`src/rtl/loader_pkg.sv`:
```
// loader_pkg: shared state encoding, sync byte and frame field positions for the program loader
package loader_pkg;
  typedef enum logic [3:0] {
    S_IDLE, S_ADDR_HI, S_ADDR_LO, S_CNT_HI, S_CNT_LO, S_DATA, S_CSUM, S_RUN, S_ERROR
  } loader_state_t;
  localparam logic [7:0] SYNC_BYTE = 8'hA5;
  localparam int F_SYNC    = 0;
  localparam int F_ADDR_HI = 1;
  localparam int F_ADDR_LO = 2;
  localparam int F_CNT_HI  = 3;
  localparam int F_CNT_LO  = 4;
  localparam int F_DATA    = 5;
endpackage

```
`src/rtl/byte_word_packer.sv`:
```
// byte_word_packer: shifts big-endian bytes into a word and pulses word_valid_o the cycle after the last byte
module byte_word_packer #(
  parameter int BYTES = 2
) (
  input  logic               clk,
  input  logic               rst,
  input  logic               clr_i,
  input  logic               byte_valid_i,
  input  logic [7:0]         byte_i,
  output logic               last_o,
  output logic               word_valid_o,
  output logic [BYTES*8-1:0] word_o
);
  localparam int W  = BYTES * 8;
  localparam int CW = BYTES > 1 ? $clog2(BYTES) : 1;
  logic [CW-1:0] cnt_q;
  logic [W-1:0]  sh_q, sh_d, word_q;
  logic          valid_q;
  assign last_o       = cnt_q == CW'(BYTES - 1);
  assign sh_d         = (sh_q << 8) | W'(byte_i);
  assign word_valid_o = valid_q;
  assign word_o       = word_q;
  // word_q only changes on a completed word so the memory data port holds between writes
  always_ff @(posedge clk) begin
    if (!rst) begin
      cnt_q   <= '0;
      sh_q    <= '0;
      word_q  <= '0;
      valid_q <= 1'b0;
    end else begin
      valid_q <= byte_valid_i && last_o && !clr_i;
      if (clr_i) begin
        cnt_q <= '0;
        sh_q  <= '0;
      end else if (byte_valid_i) begin
        sh_q  <= sh_d;
        cnt_q <= last_o ? '0 : cnt_q + CW'(1);
        if (last_o) word_q <= sh_d;
      end
    end
  end
endmodule

```
`src/rtl/program_loader.sv`:
```
// program_loader: boot loader that writes a checksummed byte-stream frame into memory and then releases the core
module program_loader
  import loader_pkg::*;
#(
  parameter int         ADDR_W = 13,
  parameter int         WORD_W = 16,
  parameter logic [7:0] SYNC   = SYNC_BYTE
) (
  input  logic              clk,
  input  logic              rst,
  input  logic [7:0]        in_data,
  input  logic              in_valid,
  output logic              in_ready,
  output logic              mem_we,
  output logic [ADDR_W-1:0] mem_addr,
  output logic [WORD_W-1:0] mem_wdata,
  output logic              load_active,
  output logic              core_rst,
  output logic              load_done,
  output logic              load_err
);
  localparam int BYTES = WORD_W / 8;
  loader_state_t     state_q;
  logic [ADDR_W-1:0] addr_q, mem_addr_q;
  logic [15:0]       cnt_q;
  logic [7:0]        hdr_q, csum_q;
  logic              run_q, done_q, err_q, last;
  byte_word_packer #(.BYTES(BYTES)) u_packer (
    .clk         (clk),
    .rst         (rst),
    .clr_i       (state_q != S_DATA),
    .byte_valid_i(in_valid && state_q == S_DATA),
    .byte_i      (in_data),
    .last_o      (last),
    .word_valid_o(mem_we),
    .word_o      (mem_wdata)
  );
  assign in_ready    = 1'b1;
  assign mem_addr    = mem_addr_q;
  assign core_rst    = ~run_q;
  assign load_active = ~run_q;
  assign load_done   = done_q;
  assign load_err    = err_q;
  always_ff @(posedge clk) begin
    if (!rst) begin
      state_q    <= S_IDLE;
      addr_q     <= '0;
      mem_addr_q <= '0;
      cnt_q      <= '0;
      hdr_q      <= '0;
      csum_q     <= '0;
      run_q      <= 1'b0;
      done_q     <= 1'b0;
      err_q      <= 1'b0;
    end else begin
      done_q <= 1'b0;
      if (in_valid) begin
        case (state_q)
          S_IDLE, S_RUN, S_ERROR: if (in_data == SYNC) begin
            state_q <= S_ADDR_HI;
            csum_q  <= '0;
            run_q   <= 1'b0;
            err_q   <= 1'b0;
          end
          S_ADDR_HI: begin
            hdr_q   <= in_data;
            csum_q  <= csum_q ^ in_data;
            state_q <= S_ADDR_LO;
          end
          S_ADDR_LO: begin
            addr_q  <= ADDR_W'({hdr_q, in_data});
            csum_q  <= csum_q ^ in_data;
            state_q <= S_CNT_HI;
          end
          S_CNT_HI: begin
            hdr_q   <= in_data;
            csum_q  <= csum_q ^ in_data;
            state_q <= S_CNT_LO;
          end
          S_CNT_LO: begin
            cnt_q   <= {hdr_q, in_data};
            csum_q  <= csum_q ^ in_data;
            state_q <= {hdr_q, in_data} == 16'd0 ? S_CSUM : S_DATA;
          end
          S_DATA: begin
            csum_q <= csum_q ^ in_data;
            // the packer writes next cycle; latch this word's address before advancing
            if (last) begin
              mem_addr_q <= addr_q;
              addr_q     <= addr_q + ADDR_W'(1);
              cnt_q      <= cnt_q - 16'd1;
              if (cnt_q == 16'd1) state_q <= S_CSUM;
            end
          end
          S_CSUM: begin
            state_q <= in_data == csum_q ? S_RUN : S_ERROR;
            run_q   <= in_data == csum_q;
            done_q  <= in_data == csum_q;
            err_q   <= in_data != csum_q;
          end
          default: state_q <= S_IDLE;
        endcase
      end
    end
  end
endmodule
```
`config.mk`:
```
export PLATFORM = sky130hd
export DESIGN_NAME = program_loader
export DESIGN_NICKNAME = d
export VERILOG_FILES = /design/src/rtl/loader_pkg.sv /design/src/rtl/byte_word_packer.sv /design/src/rtl/program_loader.sv
export SDC_FILE = /design/constraint.sdc
export NUM_CORES = 1
export LEC_CHECK = 0
export BUFFER_PORTS_ARGS = -buffer_cell sky130_fd_sc_hd__buf_2
export CORE_MARGIN = 3
export CORE_UTILIZATION = 59
export DETAILED_ROUTE_END_ITERATION = 6
export HOLD_SLACK_MARGIN = 0.15
export PLACE_DENSITY = 0.81
export SLEW_MARGIN = 5
export SYNTH_ARGS = -nofsm -noshare
export SYNTH_HDL_FRONTEND = slang
export SYNTH_SLANG_ARGS = --single-unit
```
`constraint.sdc`:
```
create_clock -name clk -period 2.4 [get_ports clk]
set_input_delay 0.36 -clock clk [delete_from_list [all_inputs] [get_ports clk]]
set_output_delay 0.36 -clock clk [all_outputs]
set_load 0.05 [all_outputs]
```
Yosys cells after proc, flatten, opt, wreduce, memory -nomap -nowiden
Index checks and enable logic that the tools add are counted.

Multipliers: 0. Multiplexer cells: 16. Reduce and logical (&&, ||, !) cells: 23. Bitwise operators: 5. Order comparisons: 0. Equal/unequal tests: 16. Divide/modulo/power cells: 0. Add/sub/neg operators: 3. Shift operators: 0.

Operators by type and width (count): $pmux 16 s2 (1); $pmux 4 s7 (1); $pmux 13 s2 (1); $reduce_and 3->1 (7); $eq 16x1->1 const B (1); $eq 4x3->1 const B (4); $logic_not 16->1 (1); $mux 16 (1); $mux 4 (4); $or 16x8->16 (1); $pmux 8 s2 (1); $sub 16x1->16 const B (1); $add 13x1->13 const B (1); $mux 13 (1); $eq 4x2->1 const B (2); $eq 8x8->1 (1); $eq 8x8->1 const B (1); $mux 8 (1); $ne 8x8->1 (1); $reduce_bool 2->1 (4); $xor 8x8->8 (1); $reduce_or 5->1 (1); $eq 4x1->1 const B (1); $eq 4x4->1 const B (1); 15 further kinds (23).

ROM bits: 0. Memories: 0. Bits in writable memories: 0. Bits in latches: 0. Bits in registers: 91.

Longest topological paths before layout
Gate-level depths: netlist (run 1).

Depth after elaboration: 4. Mapped depth: 9. Gate-level depth less buffers: 7.

Hierarchy
Synthesis (run 1) repeated with hierarchy kept, for this count alone.

Cell total of the unflattened synthesis: 536. Area, all modules: 4491.8 um^2.

Modules (own cells, without submodules): program_loader (times used 1, sequential area each 1301.2 um^2, cells an instance 432, area an instance 3485.8 um^2); byte_word_packer (times used 1, sequential area each 520.5 um^2, cells an instance 104, area an instance 1006.0 um^2).

Worst setup path before layout (run 1)
OpenSTA, ideal clock, no wires.

Path type: input to register. Start: input port in_data[1]. End: register csum_q[6]. Slack: 295 ps. Required time: 2271 ps. Buffers on the path: 2. Cell stages on the path: 7. Arrival time: 1976 ps. Cells stage by stage: clkbuf_1 or4_1 o22ai_1 nand4_1 clkbuf_1 o211ai_1 o21ai_0.

Cells in the longest elaborated chain, start to end: 3.

RTL lines: start: declaration (RTL line program_loader.sv:11) `input logic [7:0] in_data,`; $eq 8x8->1 (RTL line program_loader.sv:59) `S_IDLE, S_RUN, S_ERROR: if (in_data == SYNC) begin`; $ne 2x2->1 (no line); $reduce_and 3->1 (no line); end signal: assignment (RTL line program_loader.sv:67) `csum_q <= csum_q ^ in_data;`; end signal: assignment (RTL line program_loader.sv:72) `csum_q <= csum_q ^ in_data;`; end signal: assignment (RTL line program_loader.sv:77) `csum_q <= csum_q ^ in_data;`; end: declaration (RTL line program_loader.sv:26) `logic [7:0] hdr_q, csum_q;`.

No other way between the ends. A chain may end at the register's enable or synchronous reset.

Final worst setup path (run 1)
Start: register cnt_q[6]. End: register cnt_q[14].

Cells in the longest elaborated chain, start to end: 3.

RTL lines: start: declaration (RTL line program_loader.sv:25) `logic [15:0] cnt_q;`; start signal: assignment (RTL line program_loader.sv:81) `cnt_q <= {hdr_q, in_data};`; start signal: assignment (RTL line program_loader.sv:91) `cnt_q <= cnt_q - 16'd1;`; $sub 16x1->16 (RTL line program_loader.sv:91); $mux 16 (RTL line program_loader.sv:88) `if (last) begin`; $pmux 16 s2 (RTL line program_loader.sv:58) `case (state_q)`.

No other way between the ends. The select of a mux whose other input is x is not followed.

==> results of run 1 <==
==> layer usage <==
metal / GRT usage / routed length (µm)
met2: 0.4379 / 5402
met4: 0.1250 / 304
met5: 0 / 0
met3: 0.03745 / 705
met1: 0.3918 / 5263
==> metrics by stage <==
stage	total power, mW	utilization	instance area [µm²]	std cells	hold slack [ns]
global placement	1.655	0.6676	4946	681	0.4464
floorplan	1.625	-	4617	568	0.4403
finish	2.717	0.6957	5154	697	0.3354
global route	2.797	0.6957	5154	697	0.3424
CTS	2.719	0.6957	5154	697	0.3298
detailed placement	1.658	0.6676	4946	681	0.4566
==> flip-flops by register name (all words and copies together) (netlist names) <==
| name | cells |
|---|---|
| addr_q | 13 |
| cnt_q | 16 |
| csum_q | 8 |
| hdr_q | 8 |
| load_done | 1 |
| load_err | 1 |
| mem_addr | 13 |
| run_q | 1 |
| state_q | 4 |
| u_packer.last_o | 1 |
| u_packer.sh_q | 8 |
| u_packer.word_o | 16 |
| u_packer.word_valid_o | 1 |
==> cell usage after synthesis (3+ instances only) <==
master | instances | area share
dfxtp_1 | 91 | 0.39
nand4b_1 | 11 | 0.021
ha_1 | 3 | 0.0081
or4_2 | 3 | 0.0057
o211ai_1 | 10 | 0.016
and4b_1 | 3 | 0.0065
and4_1 | 3 | 0.0057
buf_2 | 5 | 0.0054
o21ai_0 | 42 | 0.046
a21boi_0 | 34 | 0.055
nor2b_1 | 18 | 0.024
o21ai_1 | 3 | 0.0033
a31oi_1 | 5 | 0.0068
xnor2_1 | 9 | 0.017
nor4_1 | 4 | 0.0054
o21a_1 | 9 | 0.015
mux2i_1 | 16 | 0.035
and3_1 | 5 | 0.0068
o41ai_1 | 3 | 0.0057
a22oi_1 | 6 | 0.0098
inv_1 | 4 | 0.0033
nand4_1 | 8 | 0.011
clkbuf_1 | 42 | 0.034
and2_1 | 10 | 0.014
a21oi_1 | 20 | 0.022
nor3_1 | 12 | 0.013
o22ai_1 | 4 | 0.0054
nand3_1 | 9 | 0.0098
nor2_1 | 41 | 0.033
nand2_1 | 88 | 0.072
==> layout by cell type, fill, tap and decap left out, drive strengths merged, types with 6 or more instances in the layout <==
cell type and instances:
a21oi 20, buf 66, dfxtp 91, nor3 12
and3 6, nand2 88, nand4 8, inv 6
a22oi 6, clkbuf 10, nor2 41, a21boi 34
o211ai 10, o21a 9, nor2b 18, o21ai 45
nand3 9, and2 10, xnor2 9, mux2i 16
nand4b 11, or4 6
==> cell families after synthesis <==
group,synth area share
buffers and inverters,0.05013
multiplexers,0.03469
AO/OA/AOI/OAI,0.2290
other,0.0008122
adder cells (fa/ha/maj),0.008131
AND/OR/NAND/NOR,0.2656
XOR/XNOR,0.01707
flip-flops,0.3946
==> final cells by class <==
| cell class | instances | area (µm²) | area share |
|---|---|---|---|
| inverters | 4 | 15.01 | 0.002913 |
| clock buffers | 10 | 137.6 | 0.02671 |
| multi-input cells | 421 | 2587 | 0.5021 |
| clock inverters | 6 | 70.07 | 0.01360 |
| flip-flops and latches | 91 | 1822 | 0.3535 |
| well taps | 99 | 123.9 | 0.02404 |
| repair buffers | 66 | 397.9 | 0.07720 |
==> worst register-to-register path: cells and delay by family, from the launching register on <==
family / cells / cell delay (ns)
DFF: 1 / 0.38
and+or+nand+nor: 2 / 1.06
AOI/OAI and AO/OA: 3 / 0.59
==> worst paths after layout <==
path | from | to | slack (ns) | depth (start not counted)
worst max-delay path | cnt_q[6] | cnt_q[14] | 0.26 | 5
worst min register to register | mem_addr[4] | mem_addr[4] | 0.47 | 2
worst min-delay path | in_data[1] | u_packer.word_o[1] | 0.34 | 3
worst max register to register | cnt_q[6] | cnt_q[14] | 0.26 | 5
==> where the power goes <==
group | switching (mW) | leakage, nW | internal (mW)
clock network | 0.574 | 0.0955 | 0.517
registers | 0.000658 | 0.732 | 1.51
logic | 0.0737 | 1.03 | 0.0430
total | 0.648 | 1.86 | 2.07
==> impl_metrics.py, run 1 <==
metrics = {
    "run_status": {
        "status": "completed",
    },
    "logic_synthesis": {
        "synth_area_per_cell_um2": 8.128,
        "synth_ff_type": "dfxtp_1",
        "netlist_instances": 568,
        "synth_seq_area_share": 0.3946,
        "synth_async_sr_flop_share": 0,
        "syn_area_um2": 4617,
        "yosys_warnings": 0,
        "synth_edf_count": 0,
        "syn_nets": 582,
        "synth.distinct_cells": 64,
        "ys_ff_latch": 91,
    },
    "cts": {
        "cts.sinks": 91,
        "cts_setup_buffers": 0,
        "postCtsResizedCells": 0,
        "cts_buffers": 9,
        "cts-root-buf": "clkbuf_8",
        "cts_tree": "yes",
        "hold_buffers": 0,
        "clock_path_buffers": 2,
        "h-tree-depth": 3,
        "clk_pin_slew_ns": 0.09,
        "clk_latency_ns": 0.36,
    },
    "floorplanning": {
        "die_h_um": 94.46,
        "ios": 46,
        "initial_core_util": 0.6232,
        "core_um2": 7408,
        "die_area_um2": 8923,
        "fp-row-count": 31,
        "die_x_um": 94.46,
    },
    "timing": {
        "min_period_over_period": 0.8915,
        "slew_violations": 0,
        "finalClockSkew_ns": 0.01252,
        "period_minus_slack_ns": 2.140,
        "tightest_slew_ns": 0.9972,
        "setup_ws_ns": 0.2604,
        "rsz0062_at_grt": "false",
        "finalSetupTns_ns": 0,
        "hold_violations": 0,
        "max-slew-margin-rel": 0.3337,
        "final-setup-viol-count": 0,
        "fmax_mhz": 467.4,
    },
    "critical_path": {
        "worstSetupEndpointType": "register",
        "worst-path-buf-inv": 0,
        "startpoint_type": "register",
        "crit_chain": "or4_4, or4_4, o311ai_2, o41ai_1, o21a_1",
        "crit_family": "simple AND/OR/NAND/NOR gates",
        "path_common_cell": "or4_4",
        "path_class": "register to register",
        "max_stage_delay_ns": 0.57,
        "path_max_fanout": 9,
        "crit_slowest_cell": "or4_4",
        "cp.arrival_ns": 2.39,
        "required_ns": 2.65,
    },
    "layout": {
        "final_nets": 607,
        "diodes": 0,
        "syn_to_final_growth_pct": 11.63,
        "nFillCells": 588,
        "drive_above_1_share": 0.1622,
    },
    "placed_design": {
        "post-place-ws_ns": 0.2601,
        "port_buffers": 44,
        "dp_hpwl_mm": 7.859,
        "gp_congestion": 0.9089,
    },
    "power_and_ir_drop": {
        "p_leak_nw": 1.859,
        "irDropWorstVdd_mv": 0.4133,
        "power_density_nw_per_um2": 527.2,
    },
    "grt": {
        "antenna_found_initial": 0,
        "grt_use_total": 0.2819,
        "grt_max_degree": 35,
        "first_global_vias": 4054,
        "grt-ovfl-total": 0,
        "grt_pass1_wl_mm": 19.98,
    },
    "min_path": {
        "hp-class": "input pin to register",
    },
    "routing": {
        "drt-vias-per-instance": 6.136,
        "vias": 4277,
        "drt_iter0_markers": 513,
        "drtPass1Iterations": 5,
        "routed_wl_mm": 11.68,
        "avgRoutedWirePerCell_um": 16.75,
        "post-route-drc-count": 0,
        "ant_nets": 0,
    },
    "run": {
        "max_cap_viol_count": 0,
    },
}
Note: power is estimated with default switching activity, not from simulation.
==> run 2, diff against run 1 <==
- ABC_AREA: unset -> 1
==> impl_metrics.py, run 2 <==
metrics = {
    "critical_path": {
        "cp.arrival_ns": 2.18,
        "reg2reg_setup_slack_ns": 0.48,
        "r2r-end": "addr_q[5]",
        "worstSetupEndpointType": "register",
        "path_max_fanout": 19,
        "rr_worst_depth": 9,
        "startpoint_type": "register",
        "crit_end": "addr_q[5]",
        "worstReg2RegStart": "state_q[0]",
        "required_ns": 2.66,
        "path_class": "register to register",
        "critPathLaunch": "state_q[0]",
    },
    "timing": {
        "period_minus_slack_ns": 1.924,
        "setup_ws_ns": 0.4755,
        "rsz0062_at_grt": "false",
        "finalClockSkew_ns": 0.01041,
        "final-setup-viol-count": 0,
        "max-slew-margin-rel": 0.5633,
        "fmax_mhz": 519.6,
        "tightest_slew_ns": 0.6510,
        "finalSetupTns_ns": 0,
        "slew_violations": 0,
        "min_period_over_period": 0.8019,
        "hold_violations": 0,
        "timing.hold.ws_ns": 0.3066,
    },
    "cts": {
        "clk_latency_ns": 0.36,
        "cts_setup_buffers": 0,
        "cts.sinks": 91,
        "h-tree-depth": 3,
        "cts_buffers": 9,
        "hold_buffers": 0,
        "clk_pin_slew_ns": 0.09,
        "cts-root-buf": "clkbuf_8",
        "cts_tree": "yes",
        "clock_path_buffers": 2,
        "postCtsResizedCells": 0,
    },
    "placed_design": {
        "gp_congestion": 0.8691,
        "port_buffers": 44,
        "post-place-ws_ns": 0.5246,
        "dp_hpwl_mm": 7.820,
    },
    "logic_synthesis": {
        "netlist_top_cells_count": "nand2_1 (157), dfxtp_1 (91), nor2_1 (87), a21oi_1 (73), o21ai_0 (68)",
        "synth_async_sr_flop_share": 0,
        "syn_area_um2": 4471,
        "synthTopCellsByArea": "dfxtp_1 (41%), nand2_1 (13%), a21oi_1 (8.2%)",
        "synth_edf_count": 0,
        "synth.distinct_cells": 29,
        "yosys_warnings": 0,
        "synth_seq_area_share": 0.4075,
        "syn_nets": 678,
        "synth_ff_type": "dfxtp_1",
        "synth_top_area_frac": 0.4075,
        "synth_most_common_cell": "nand2_1",
        "yosysTopAreaCell": "dfxtp_1",
        "ys_ff_latch": 91,
        "synth_area_per_cell_um2": 6.733,
        "netlist_instances": 664,
    },
    "layout": {
        "mostFrequentLayoutCells": "nand2_1 (157), dfxtp_1 (91), nor2_1 (87)",
        "mostFrequentLayoutCell": "nand2_1",
        "final_nets": 710,
        "syn_to_final_growth_pct": 9.180,
        "final_util": 0.6694,
        "nFillCells": 656,
        "diodes": 0,
        "drive_above_1_share": 0.1171,
    },
    "power_and_ir_drop": {
        "p_leak_nw": 2.169,
        "irDropWorstVdd_mv": 0.3702,
        "p_int_mw": 1.967,
        "power_switching_mw": 0.6322,
        "power.share.clock": 0.383,
        "power_density_nw_per_um2": 532.6,
        "pwr-share-seq": 0.581,
        "total_power_mw": 2.599,
        "combPwrFrac": 0.036,
        "p_sw_frac": 0.2432,
    },
    "grt": {
        "grt-ovfl-total": 0,
        "grt_use_total": 0.2627,
        "grt_pass1_wl_mm": 18.54,
        "grt_max_degree": 57,
        "first_global_vias": 4058,
        "antenna_found_initial": 0,
    },
    "routing": {
        "drt_iter0_markers": 375,
        "drtPass1Iterations": 5,
        "avgRoutedWirePerCell_um": 13.84,
        "ant_nets": 0,
        "drt-vias-per-instance": 5.581,
        "routed_wl_mm": 11.06,
        "post-route-drc-count": 0,
        "vias": 4459,
    },
    "floorplanning": {
        "initial_core_util": 0.6131,
        "die_area_um2": 8657,
        "ios": 46,
        "die_x_um": 93.05,
        "die_h_um": 93.05,
        "fp-row-count": 31,
        "core_um2": 7292,
    },
    "min_path": {
        "hp-class": "input pin to register",
    },
    "run": {
        "max_cap_viol_count": 0,
    },
    "run_status": {
        "status": "completed",
    },
}
## run 2: changes by cell type after synthesis, moves of 32 or more
cell	before	now
nand2_1	88	157
inv_1	4	61
a21oi_1	20	73
nor2_1	41	87
a21boi_0	34	0
clkbuf_1	42	10
## run 2: worst min path at each step
stage                       start                   to  depth (start not counted)
6_report               in_data[4]   u_packer.word_o[4]                          3
5_1_grt                in_data[4]   u_packer.word_o[4]                          3
4_1_cts                in_data[4]   u_packer.word_o[4]                          3
3_5_place_dp   u_packer.word_o[3]   u_packer.word_o[3]                          2
3_3_place_gp   u_packer.word_o[3]   u_packer.word_o[3]                          2
2_1_floorplan    u_packer.sh_q[7]  u_packer.word_o[15]                          2
## run 2: final cells by class
cell class              instances  area (µm²)  area share
repair buffers                 49       257.7     0.05281
clock buffers                  11       151.4     0.03102
flip-flops and latches         91        1822      0.3732
well taps                      99       123.9     0.02538
multi-input cells             478        2242      0.4594
clock inverters                 4       32.53    0.006665
inverters                      67       251.5     0.05153
## run 2: routing by layer
layer | track usage | up-vias | wire length (µm)
met2 | 0.4379 | 155 | 5325
met3 | 0.05471 | 17 | 746
li1 | - | 2208 | -
met4 | 0.08181 | 0 | 163
met5 | 0 | - | 0
met1 | 0.3418 | 2079 | 4820
## run 2: power groups by stage
stage          Combinational, mW  Sequential, mW  Clock [mW]
5_1_grt                    0.104            1.51        1.06
6_report                  0.0946            1.51       0.995
4_1_cts                   0.0931            1.51        1.00
3_5_place_dp              0.0928            1.55           0
2_1_floorplan             0.0547            1.55           0
3_3_place_gp              0.0910            1.55           0
## run 2: stage by stage
step,area (µm²),cells
floorplan,4471,664
global placement,4697,784
detailed placement,4697,784
CTS,4881,799
global route,4881,799
finish,4881,799
## run 2: worst max-delay path, stage by stage, from the launching register on
cell and delay, ns:
dfxtp_1 0.44, inv_2 0.10, nor2_4 0.11, nand2_4 0.15
nor2_8 0.18, nand2_4 0.17, nand2_4 0.22, inv_1 0.18
o21ai_0 0.18, a21oi_1 0.08
## run 2: cell families after synthesis
family                     share of synthesized area
and+or+nand+nor                               0.2997
AOI/OAI and AO/OA                             0.1730
buffers and inverters                        0.09096
DFF                                           0.4075
xor gates and xnor gates                     0.01959
adders and majority gates                   0.008397
other                                      0.0008388
==> run 3, diff against run 2 <==
- CORE_UTILIZATION: 59 -> 53
- PLACE_DENSITY: 0.81 -> 0.77
- clock period: 2.4 -> 1.6 ns (I/O delays scaled with it)
==> impl_metrics.py, run 3 (synthesis results as in run 2) <==
metrics = {
    "run_status": {
        "status": "completed",
    },
    "placed_design": {
        "port_buffers": 44,
        "dp_hpwl_mm": 8.159,
        "gp_congestion": 0.8733,
        "post-place-ws_ns": -0.02270,
    },
    "power_and_ir_drop": {
        "pwr-share-seq": 0.561,
        "power.share.clock": 0.401,
        "p_int_mw": 3.041,
        "combPwrFrac": 0.038,
        "irDropWorstVdd_mv": 0.5069,
        "power_density_nw_per_um2": 755.6,
        "power_switching_mw": 0.9929,
        "p_leak_nw": 2.378,
        "p_sw_frac": 0.2462,
    },
    "critical_path": {
        "worst-path-buf-inv": 3,
        "cp.arrival_ns": 1.90,
        "path_class": "register to register",
        "crit_slowest_cell": "dfxtp_4",
        "cp.depth": 9,
        "path_max_fanout": 8,
        "crit_chain": "inv_4, nand2_2, nor2_4, nand2_4, nor2_4, buf_12, clkbuf_16, o21ai_0, nor2_1",
        "max_stage_delay_ns": 0.37,
        "crit_family": "simple AND/OR/NAND/NOR gates",
        "startpoint_type": "register",
        "required_ns": 1.91,
        "rr_worst_depth": 9,
        "path_common_cell": "nor2_4",
        "worstSetupEndpointType": "register",
    },
    "grt": {
        "first_global_vias": 4226,
        "grt_max_degree": 57,
        "grt_use_total": 0.2417,
        "grt_pass1_wl_mm": 19.40,
        "grt-ovfl-total": 0,
        "antenna_found_initial": 0,
    },
    "routing": {
        "post-route-drc-count": 0,
        "avgRoutedWirePerCell_um": 14.73,
        "ant_nets": 0,
        "drt-vias-per-instance": 5.478,
        "drtPass1Iterations": 5,
        "drt_iter0_markers": 339,
        "vias": 4563,
        "routed_wl_mm": 12.27,
    },
    "layout": {
        "mostFrequentLayoutCells": "nand2_1 (150), nor2_1 (86), dfxtp_1 (85)",
        "diodes": 0,
        "syn_to_final_growth_pct": 19.42,
        "final_nets": 740,
        "drive_above_1_share": 0.1833,
        "mostFrequentLayoutCell": "nand2_1",
    },
    "floorplanning": {
        "initial_core_util": 0.5611,
        "die_x_um": 97.84,
        "fp-row-count": 32,
        "die_area_um2": 9573,
        "ios": 46,
        "core_um2": 7968,
        "die_h_um": 97.84,
    },
    "timing": {
        "rsz0062_at_grt": "true",
        "min_period_over_period": 0.9942,
        "slew_violations": 0,
        "fmax_mhz": 628.6,
        "max-slew-margin-rel": 0.6533,
        "timing.hold.ws_ns": 0.1704,
        "setup_ws_ns": 0.009267,
        "tightest_slew_ns": 0.5201,
        "final-setup-viol-count": 0,
        "hold_violations": 0,
        "period_minus_slack_ns": 1.591,
        "finalClockSkew_ns": 0.009197,
    },
    "cts": {
        "cts-root-buf": "clkbuf_8",
        "clk_latency_ns": 0.37,
        "cts_tree": "yes",
        "clock_path_buffers": 2,
        "cts.sinks": 91,
        "h-tree-depth": 3,
        "clk_pin_slew_ns": 0.10,
        "cts_buffers": 9,
    },
    "min_path": {
        "hp-class": "input pin to register",
        "min_delay_path_depth": 3,
    },
    "run": {
        "max_cap_viol_count": 0,
    },
}
-- run 3: final timing paths --
check | from | endpoint | slack, ns
min reg2reg | u_packer.sh_q[7] | u_packer.word_o[15] | 0.46
min | in_data[4] | u_packer.sh_q[4] | 0.17
max | state_q[1] | u_packer.word_o[8] | 0.009
max reg2reg | state_q[1] | u_packer.word_o[8] | 0.009
-- run 3: final cells by class --
type / instances / area [µm²]
multi-input combinational: 478 / 2307
inverter: 67 / 262.8
clock buffer: 10 / 127.6
timing repair buffer: 79 / 609.3
tap: 102 / 127.6
fill: 704 / 2629
clock inverter: 6 / 70.07
sequential: 91 / 1834
-- run 3: layer usage --
metal  vias up  routed length (µm)  GRT usage
met2       165                5974     0.4068
li1       2278                   -          -
met4         0                 204    0.08946
met1      2100                5300     0.3089
met3        20                 790    0.04429
met5         -                   0          0
-- run 3: stage by stage --
stage | setup TNS (ns) | cell area, µm² | total power [mW] | util | std cells
6_report | 0 | 5339 | 4.034 | 0.6701 | 833
5_1_grt | -0.2596 | 5339 | 4.148 | 0.6701 | 833
4_1_cts | 0 | 5077 | 4.041 | 0.6372 | 819
3_5_place_dp | -0.08257 | 4871 | 2.466 | 0.6113 | 803
3_3_place_gp | 0 | 4871 | 2.465 | 0.6113 | 803
2_1_floorplan | 0 | 4471 | 2.400 | - | 664
-- run 3: timing repair --
action / in CTS / in global routing
hold buffers: 0 / 0
endpoints found under the setup margin: 15 / 64
resized for setup: 3 / 34
setup buffers: 0 / 10
pin swaps: 0 / 11
cloned: 0 / 4
-- run 3: worst register-to-register path, delay by kind of cell, from the launching register on --
family,cells,cell delay (ns)
AND/OR/NAND/NOR,5,0.73
buffers and inverters,3,0.35
AO/OA/AOI/OAI,1,0.08
flip-flops,1,0.37
-- run 3: power by group through the flow --
stage          Clock [mW]  Combinational (mW)  Sequential, mW
3_3_place_gp            0               0.147            2.32
5_1_grt              1.72               0.166            2.26
6_report             1.62               0.153            2.26
2_1_floorplan           0              0.0820            2.32
3_5_place_dp            0               0.148            2.32
4_1_cts              1.63               0.149            2.27
